===== config.mk =====
export PLATFORM = sky130hd
export DESIGN_NAME = ac_hysteresis_controller_flat
export DESIGN_NICKNAME = d
export VERILOG_FILES = /design/src/rtl/ac_hysteresis_controller_if.sv /design/src/rtl/ac_hysteresis_controller.sv /design/src/flat_wrapper.sv
export SDC_FILE = /design/constraint.sdc
export NUM_CORES = 1
export LEC_CHECK = 0
export BUFFER_PORTS_ARGS = -buffer_cell sky130_fd_sc_hd__clkbuf_2
export CORE_ASPECT_RATIO = 1.5
export CORE_UTILIZATION = 30
export CTS_BUF_LIST = sky130_fd_sc_hd__clkbuf_16
export DETAILED_ROUTE_END_ITERATION = 16
export PLACE_DENSITY = 0.58
export SLEW_MARGIN = 20
export SYNTH_ARGS = -nofsm -noshare
export SYNTH_HDL_FRONTEND = slang
export SYNTH_SLANG_ARGS = --single-unit

===== constraint.sdc =====
create_clock -name clk -period 1.31 [get_ports clk]
set_input_delay 0.0655 -clock clk [delete_from_list [all_inputs] [get_ports clk]]
set_output_delay 0.0655 -clock clk [all_outputs]
set_load 0.02 [all_outputs]

===== src/rtl/ac_hysteresis_controller_if.sv =====
// Sensor/setpoint inputs and drive/status outputs of the AC hysteresis controller.
// The controller uses the slave modport; whatever drives power and temperatures uses master.
interface ac_hysteresis_controller_if #(
    parameter int TEMP_W = 8
);
    logic              power;
    logic [TEMP_W-1:0] temp_act;
    logic [TEMP_W-1:0] temp_set;
    logic [1:0]        action;
    logic [2:0]        state_display;
    logic              lock;
    logic              fault;

    modport master (
        output power, temp_act, temp_set,
        input  action, state_display, lock, fault
    );

    modport slave (
        input  power, temp_act, temp_set,
        output action, state_display, lock, fault
    );
endinterface


===== src/rtl/ac_hysteresis_controller.sv =====
// AC controller FSM with deadband compare, minimum-run and rest lockout timing.
// Optional run-time fault detection is enabled by defining ACC_FAULT_DETECT_EN.
//
// state   | meaning
// --------+----------------------------------------------------------
// S_OFF   | unit powered down, no drive
// S_IDLE  | powered, waiting for temperature outside band and tmr==0
// S_COOL  | cooler driven; held at least MIN_RUN_CYC cycles
// S_HEAT  | heater driven; held at least MIN_RUN_CYC cycles
// S_FAULT | run exceeded MAX_RUN_CYC; held until power drops or reset
module ac_hysteresis_controller #(
    parameter int TEMP_W      = 8,
    parameter int DEADBAND    = 2,
    parameter int MIN_RUN_CYC = 4,
    parameter int REST_CYC    = 3,
    parameter int MAX_RUN_CYC = 32
) (
    input  logic                         clk,
    input  logic                         reset,
    ac_hysteresis_controller_if.slave    bus
);
    localparam int TMR_MAX = (MIN_RUN_CYC > REST_CYC) ? MIN_RUN_CYC : REST_CYC;
    localparam int TMR_W   = (TMR_MAX > 1) ? $clog2(TMR_MAX) : 1;

    localparam logic [TMR_W-1:0]  TMR_RUN  = TMR_W'(MIN_RUN_CYC - 1);
    localparam logic [TMR_W-1:0]  TMR_REST = TMR_W'(REST_CYC - 1);
    localparam logic [TEMP_W:0]   DB_X     = (TEMP_W + 1)'(DEADBAND);

    if (MIN_RUN_CYC < 1 || REST_CYC < 1 || DEADBAND < 0 || MAX_RUN_CYC <= MIN_RUN_CYC)
    begin : g_bad_param
        $error("ac_hysteresis_controller: illegal timing parameters");
    end

    typedef enum logic [2:0] {
        S_OFF   = 3'd0,
        S_IDLE  = 3'd1,
        S_COOL  = 3'd2,
        S_HEAT  = 3'd3,
        S_FAULT = 3'd4
    } state_t;

    state_t           state, state_nxt;
    logic [TMR_W-1:0] tmr, tmr_nxt;

    logic [TEMP_W:0] act_x, set_x;
    logic            hot, cold, run_now, run_nxt;

    // One extra bit so set+DEADBAND and act+DEADBAND never wrap.
    assign act_x = {1'b0, bus.temp_act};
    assign set_x = {1'b0, bus.temp_set};
    assign hot   = act_x > (set_x + DB_X);
    assign cold  = (act_x + DB_X) < set_x;

    assign run_now = (state == S_COOL) || (state == S_HEAT);
    assign run_nxt = (state_nxt == S_COOL) || (state_nxt == S_HEAT);

`ifdef ACC_FAULT_DETECT_EN
    localparam int RUN_W = $clog2(MAX_RUN_CYC + 1);

    logic [RUN_W-1:0] run_cnt, run_cnt_nxt, run_inc;
    logic             run_limit;

    assign run_inc   = run_cnt + 1'b1;
    assign run_limit = (run_inc == RUN_W'(MAX_RUN_CYC));

    always_ff @(posedge clk or posedge reset) begin
        if (reset) run_cnt <= '0;
        else       run_cnt <= run_cnt_nxt;
    end

    always_comb begin
        run_cnt_nxt = run_cnt;
        if (run_nxt && !run_now)  run_cnt_nxt = '0;
        else if (run_nxt)         run_cnt_nxt = run_inc;
    end
`else
    logic run_limit;
    assign run_limit = 1'b0;
`endif

    always_ff @(posedge clk or posedge reset) begin
        if (reset) begin
            state <= S_OFF;
            tmr   <= '0;
        end else begin
            state <= state_nxt;
            tmr   <= tmr_nxt;
        end
    end

    always_comb begin
        state_nxt = state;
        tmr_nxt   = (tmr != '0) ? tmr - 1'b1 : tmr;

        if (!bus.power) begin
            state_nxt = S_OFF;
        end else begin
            unique case (state)
                S_OFF:   state_nxt = S_IDLE;
                S_IDLE: begin
                    if (tmr == '0 && hot)       state_nxt = S_COOL;
                    else if (tmr == '0 && cold) state_nxt = S_HEAT;
                end
                // Runs continue to the setpoint itself, not the band edge.
                S_COOL: begin
                    if (tmr == '0 && act_x <= set_x) state_nxt = S_IDLE;
                    else if (run_limit)              state_nxt = S_FAULT;
                end
                S_HEAT: begin
                    if (tmr == '0 && act_x >= set_x) state_nxt = S_IDLE;
                    else if (run_limit)              state_nxt = S_FAULT;
                end
                S_FAULT: state_nxt = S_FAULT;
                default: state_nxt = S_OFF;
            endcase
        end

        // Run entry/exit loads override the plain decrement.
        if (run_nxt && !run_now)      tmr_nxt = TMR_RUN;
        else if (run_now && !run_nxt) tmr_nxt = TMR_REST;
    end

    always_comb begin
        bus.action = 2'b00;
        if (state == S_COOL)      bus.action = 2'b10;
        else if (state == S_HEAT) bus.action = 2'b01;
    end

    assign bus.state_display = state;
    assign bus.lock          = (tmr != '0);
`ifdef ACC_FAULT_DETECT_EN
    assign bus.fault         = (state == S_FAULT);
`else
    assign bus.fault         = 1'b0;
`endif
endmodule


===== src/flat_wrapper.sv =====
// flat-port wrapper written by rule: the top's interface ports become plain ports
module ac_hysteresis_controller_flat 
#(
    parameter int TEMP_W      = 8,
    parameter int DEADBAND    = 2,
    parameter int MIN_RUN_CYC = 4,
    parameter int REST_CYC    = 3,
    parameter int MAX_RUN_CYC = 32
)
  (clk, reset, bus_power, bus_temp_act, bus_temp_set, bus_action, bus_state_display, bus_lock, bus_fault);
  ac_hysteresis_controller_if #(.TEMP_W(TEMP_W)) bus_i ();
  input  logic clk;
  input  logic reset;
  input wire logic [$bits(bus_i.power)-1:0] bus_power;
  input wire logic [$bits(bus_i.temp_act)-1:0] bus_temp_act;
  input wire logic [$bits(bus_i.temp_set)-1:0] bus_temp_set;
  output wire logic [$bits(bus_i.action)-1:0] bus_action;
  output wire logic [$bits(bus_i.state_display)-1:0] bus_state_display;
  output wire logic [$bits(bus_i.lock)-1:0] bus_lock;
  output wire logic [$bits(bus_i.fault)-1:0] bus_fault;
  assign bus_i.power = bus_power;
  assign bus_i.temp_act = bus_temp_act;
  assign bus_i.temp_set = bus_temp_set;
  assign bus_action = bus_i.action;
  assign bus_state_display = bus_i.state_display;
  assign bus_lock = bus_i.lock;
  assign bus_fault = bus_i.fault;
  ac_hysteresis_controller #(.TEMP_W(TEMP_W), .DEADBAND(DEADBAND), .MIN_RUN_CYC(MIN_RUN_CYC), .REST_CYC(REST_CYC), .MAX_RUN_CYC(MAX_RUN_CYC)) u_core (.clk(clk), .reset(reset), .bus(bus_i));
endmodule

=== Word level (Yosys, flattened, before mapping) ===
Cells that the tools add are included.
Widths: inputs -> output; s select.

* Reduce and logical (&&, ||, !) cells: 14
* Multiplexer cells: 11
* Eq/ne operators: 6
* Add/subtract/negate cells: 3
* Magnitude comparators: 4

{| class="wikitable"
|+ Operator list
! kind !! count
|-
| $add 8x2->9 const B || 2
|-
| $mux 3 || 5
|-
| $pmux 3 s5 || 1
|-
| $eq 3x2->1 const B || 4
|-
| $gt 8x9->1 || 1
|-
| $lt 9x8->1 || 1
|-
| $ge 8x8->1 || 1
|-
| $le 8x8->1 || 1
|-
| $mux 2 || 4
|-
| $logic_and 1x1->1 || 6
|-
| $eq 3x1->1 const B || 1
|-
| $eq 3x3->1 const B || 1
|-
| $logic_not 3->1 || 1
|-
| $reduce_bool 3->1 || 1
|-
| $logic_not 1->1 || 2
|-
| $logic_not 2->1 || 1
|-
| $logic_or 1x1->1 || 2
|-
| $reduce_bool 2->1 || 1
|-
| $sub 2x1->2 const B || 1
|-
| $mux 1 || 1
|}

* Output and inout bits: 7
* Register bits: 5
* Input bits: 19
* Logic and storage cells: 40

=== Longest topological paths before layout ===
* Word-level depth: 13
* Depth in mapped cells: 11
* Depth with buffers taken out: 11

=== Worst setup path after synthesis ===
Ideal clock, no wire load.

* Path kind: input to register
* Start: input port bus_temp_set[1]
* End: register u_core.tmr[1]
* Cell stages on the path: 10
* Library setup time: 0.124 ns
* Data arrival time: 1.922 ns
* Setup slack: -0.736 ns
* Data required time: 1.186 ns
* Path buffers: 0
* Cells stage by stage: ha_1 and3_1 nand3_1 xnor2_1 ha_1 and3_4 and4b_4 a2111oi_4 o31ai_1 a211o_1

* Longest elaborated chain between the ends: 12
* Elaborated cells between the ends (all ways): 24
* Classes of those cells: 1 x add/sub; 4 x order compare; 2 x eq/ne; 8 x mux; 9 x reduce/logical

{| class="wikitable"
|+ RTL lines
! item !! line !! text
|-
| start: declaration || flat_wrapper.sv:16 || <nowiki>input wire logic [$bits(bus_i.temp_set)-1:0] bus_temp_set;</nowiki>
|-
| $add 8x2->9 or $lt 9x8->1 (tied branches) || ac_hysteresis_controller.sv:51, ac_hysteresis_controller.sv:52 ||
|-
| $gt 8x9->1 or $logic_and 1x1->1 (tied branches) || ac_hysteresis_controller.sv:51, ac_hysteresis_controller.sv:102 ||
|-
| $logic_and 1x1->1 or $mux 3 (tied branches) || ac_hysteresis_controller.sv:101, ac_hysteresis_controller.sv:102 ||
|-
| $mux 3 || ac_hysteresis_controller.sv:101 || <nowiki>if (tmr == '0 && hot) state_nxt = S_COOL;</nowiki>
|-
| $pmux 3 s5 (*) || ac_hysteresis_controller.sv:98 || <nowiki>unique case (state)</nowiki>
|-
| $mux 3 (*) || ac_hysteresis_controller.sv:95 || <nowiki>if (!bus.power) begin</nowiki>
|-
| $eq 3x2->1 || ac_hysteresis_controller.sv:55 || <nowiki>assign run_nxt = (state_nxt == S_COOL) || (state_nxt == S_HEAT);</nowiki>
|-
| $logic_or 1x1->1 (*) || ac_hysteresis_controller.sv:55 ||
|-
| $logic_not 1->1 || ac_hysteresis_controller.sv:120 || <nowiki>else if (run_now && !run_nxt) tmr_nxt = TMR_REST;</nowiki>
|-
| $logic_and 1x1->1 || ac_hysteresis_controller.sv:120 ||
|-
| $mux 2 || ac_hysteresis_controller.sv:120 ||
|-
| $mux 2 || ac_hysteresis_controller.sv:119 || <nowiki>if (run_nxt && !run_now) tmr_nxt = TMR_RUN;</nowiki>
|-
| end signal: assignment || ac_hysteresis_controller.sv:87 || <nowiki>tmr <= tmr_nxt;</nowiki>
|-
| end: declaration || ac_hysteresis_controller.sv:43 || <nowiki>logic [TMR_W-1:0] tmr, tmr_nxt;</nowiki>
|}

Mark *: on every way between the ends. The rest lies on a longest branch, timed or not.
A chain may end at the register's enable or synchronous reset.

=== Worst setup path after layout ===
Ends and elaborated chain as after synthesis.

==> flow_metrics.py <==
metrics = {
    "outcome": {
        "status": "finished, violations left",
        "violations": "setup timing",
    },
    "clock_tree": {
        "cts_tree": "built",
        "root_buffer": "clkbuf_16",
        "numCtsBuffers": 3,
        "cts_max_path_buffers": 2,
        "insertion_delay_ps": 230,
        "cts_max_level": 1,
        "cts_num_sinks": 5,
        "clkTransAtPathRegs_ps": 30,
    },
    "timing": {
        "setup_slack_ps": -541,
        "final_max_slew_viol_count": 0,
        "setup_viol": 4,
        "rsz0062_at_grt": "true",
        "fin_hold_ws_ps": 127,
        "hold_violations": 0,
        "skew_ps": 3.55,
        "timing.setup.tns_ps": -2020,
        "max_freq_mhz": 540,
        "min_period_ps": 1850,
        "fin_crit_sh": 1.41,
    },
    "placement": {
        "hpwl_um": 2810,
        "post_dp_cell_area_um2": 1520,
        "portBuffers": 24,
        "place.gp.congestion": 0.829,
    },
    "cells_and_area": {
        "utilization": 0.510,
        "stdcell_area_um2": 1720,
        "drive_gt1_frac": 0.458,
        "nets": 237,
        "area_growth_syn_to_layout_pct": 63.9,
        "diodes": 0,
    },
    "synthesis": {
        "syn_nets": 169,
        "synth_edf_count": 0,
        "yosysWarnings": 0,
        "synthesis.area_um2": 1050,
        "ys.flop_type": "dfrtp_1",
        "synthArstFlopShare": 1.00,
        "synth_cell_types": 36,
        "synthCells": 125,
        "syn_avg_cell_area_um2": 8.42,
        "ys_ff_latch": 5,
        "ys_seq_area_frac": 0.119,
    },
    "global_route": {
        "antenna_found_initial": 0,
        "grt_overflow": 0,
        "grt_pass1_vias": 1227,
        "grt_max_degree": 7,
        "grt_pass1_wl_um": 5230,
        "grt_usage": 0.189,
    },
    "floorplanning": {
        "start_util": 0.311,
        "fp.dieW_um": 50.4,
        "num_rows": 26,
        "die_area_um2": 3750,
        "core_area_um2": 3380,
        "fp.dieH_um": 74.5,
        "io_pins": 26,
    },
    "worst_setup_path": {
        "worstSetupEndpointType": "flop",
        "cpPeakStageDelay_ps": 310,
        "crit_end": "u_core.tmr[1]",
        "cp.depth": 11,
        "slowest_stage": "ha_1",
        "crit_fanout": 3,
        "cp.arrival_ps": 1970,
        "cp_num_buf_inv": 1,
        "crit_type": "input port to flop",
        "cp-startpoint": "bus_temp_set[1]",
        "startpoint_type": "input port",
        "rr_startpoint": "u_core.tmr[1]",
        "r2r_end": "u_core.bus.state_display[1]",
        "crit_family": "simple AND/OR/NAND/NOR gates",
        "cp.required_ps": 1430,
        "regToRegSetupSlack_ps": -180,
        "path_cells": "buf_8 -> ha_4 -> and3_4 -> nand3_2 -> xnor2_2 -> ha_1 -> and3_4 -> and4b_4 -> a2111oi_4 -> o31ai_2 -> a211o_1",
        "r2r_cells": 8,
        "cp_common_cell": "and3_4",
    },
    "power_and_ir_drop": {
        "power_density_nw_per_um2": 1050,
        "report.power.total_uw": 1800,
        "power_frac_comb": 0.586,
        "p_switching_uw": 658,
        "switching_share": 0.365,
        "p_seq_frac": 0.132,
        "ir_drop_mv": 0.969,
        "p_int_uw": 1140,
        "clkPwrFrac": 0.282,
        "leakage_uw": 0.000912,
    },
    "detailed_routing": {
        "postRouteAntennaNets": 0,
        "vias": 1177,
        "first_pass_iters": 4,
        "via_per_inst": 5.03,
        "drt-initial-drc-count": 16,
        "wire_per_inst_um": 14.0,
        "drcViolationCount": 0,
        "routed_wl_um": 3270,
    },
    "hold_path": {
        "min_path_cells": 3,
        "hp-class": "input port to flop",
    },
    "job": {
        "maxCapViolations": 0,
    },
}
-- power groups by stage --
| stage | clock network [uW] | logic [uW] | registers [uW] |
|---|---|---|---|
| floorplan | 0 | 469 | 254 |
| global placement | 0 | 850 | 229 |
| detailed placement | 0 | 884 | 235 |
| CTS | 516 | 970 | 234 |
| global route | 522 | 1150 | 241 |
| finish | 508 | 1060 | 238 |
-- worst min path at each step --
stage	startpoint	end	slack, ps
final	bus_power	u_core.bus.state_display[2]	130
after global routing	bus_power	u_core.bus.state_display[2]	160
after CTS	bus_power	u_core.bus.state_display[2]	120
after detailed placement	reset	u_core.tmr[1]	-40
after global placement	reset	u_core.bus.state_display[1]	-50
after floorplan	reset	u_core.bus.state_display[0]	-160
-- placed cells by master (no fill, tap or decap), types with 3 or more instances in the layout --
cell / n
buf_4: 39
ha_1: 22
clkbuf_2: 20
inv_1: 17
xnor2_1: 8
a21oi_1: 8
nand3_1: 6
nand2_1: 5
dfrtp_1: 5
nor2_1: 4
and3_4: 3
and3_1: 3
nand4_1: 3
clkbuf_16: 3
-- cell usage after synthesis (2+ instances only) --
cell type | count | share of area
nor2_1 | 4 | 0.014
and3_1 | 4 | 0.024
o21ai_0 | 3 | 0.014
dfrtp_1 | 5 | 0.12
a21o_1 | 2 | 0.014
nand3_1 | 7 | 0.033
o31ai_1 | 3 | 0.021
xor2_1 | 2 | 0.017
nor2b_1 | 2 | 0.012
nand2_1 | 6 | 0.021
ha_1 | 25 | 0.30
a31oi_1 | 2 | 0.012
inv_1 | 18 | 0.064
nand4_1 | 3 | 0.018
a21oi_1 | 8 | 0.038
xnor2_1 | 10 | 0.083
and3_4 | 2 | 0.021
-- layer usage --
layer,track usage,up-vias,wire (um)
li1,-,588,-
met3,0.0245,13,127
met5,0,-,0
met2,0.397,38,1870
met1,0.158,538,1130
met4,0.127,0,144
-- state kept, by name, summed over array words and instances, names as in the netlist --
signal / count
u_core.bus.state_display: 3
u_core.tmr: 2
-- cells by family (layout without fill, tap and decap cells) --
kind of cell	count (synthesis)	after routing	synth area share
flip-flops	5	5	0.119
AO/OA/AOI/OAI	29	29	0.212
XOR/XNOR	12	12	0.0999
multiplexers	1	1	0.00951
buffers and inverters	19	86	0.0713
adder cells (fa/ha/maj)	25	25	0.297
other	1	1	0.00356
AND/OR/NAND/NOR	33	33	0.188
-- final cells by class --
cell class                 count  area [um2]
clock buffer                   3        75.1
clock inverter                 1        3.75
fill                         343        1660
inverter                      18        67.6
multi-input combinational    101         946
sequential                     5         125
tap                           42        52.6
timing repair buffer          64         454
-- per-stage QoR --
step / instances / setup slack, ps
2_1_floorplan: 125 / -549
3_3_place_gp: 227 / -808
3_5_place_dp: 227 / -821
4_1_cts: 233 / -535
5_1_grt: 234 / -651
6_report: 234 / -541
-- what timing repair did --
item                                    CTS  global route
setup buffers                             1             1
hold buffers                              1             0
endpoints found under the hold margin     5             0
resized for setup                        14            10
endpoints found under the setup margin    7             5
pin swaps                                 3             1
-- worst reg2reg max path, stage by stage (launching register included) --
cell and delay, ps:
dfrtp_1 380, inv_2 70, ha_2 170, nand4bb_1 170, a21oi_1 150, o211ai_1 130, o31ai_2 100, nand2_2 130
o31ai_4 80
(Power assumes the default switching activity.)
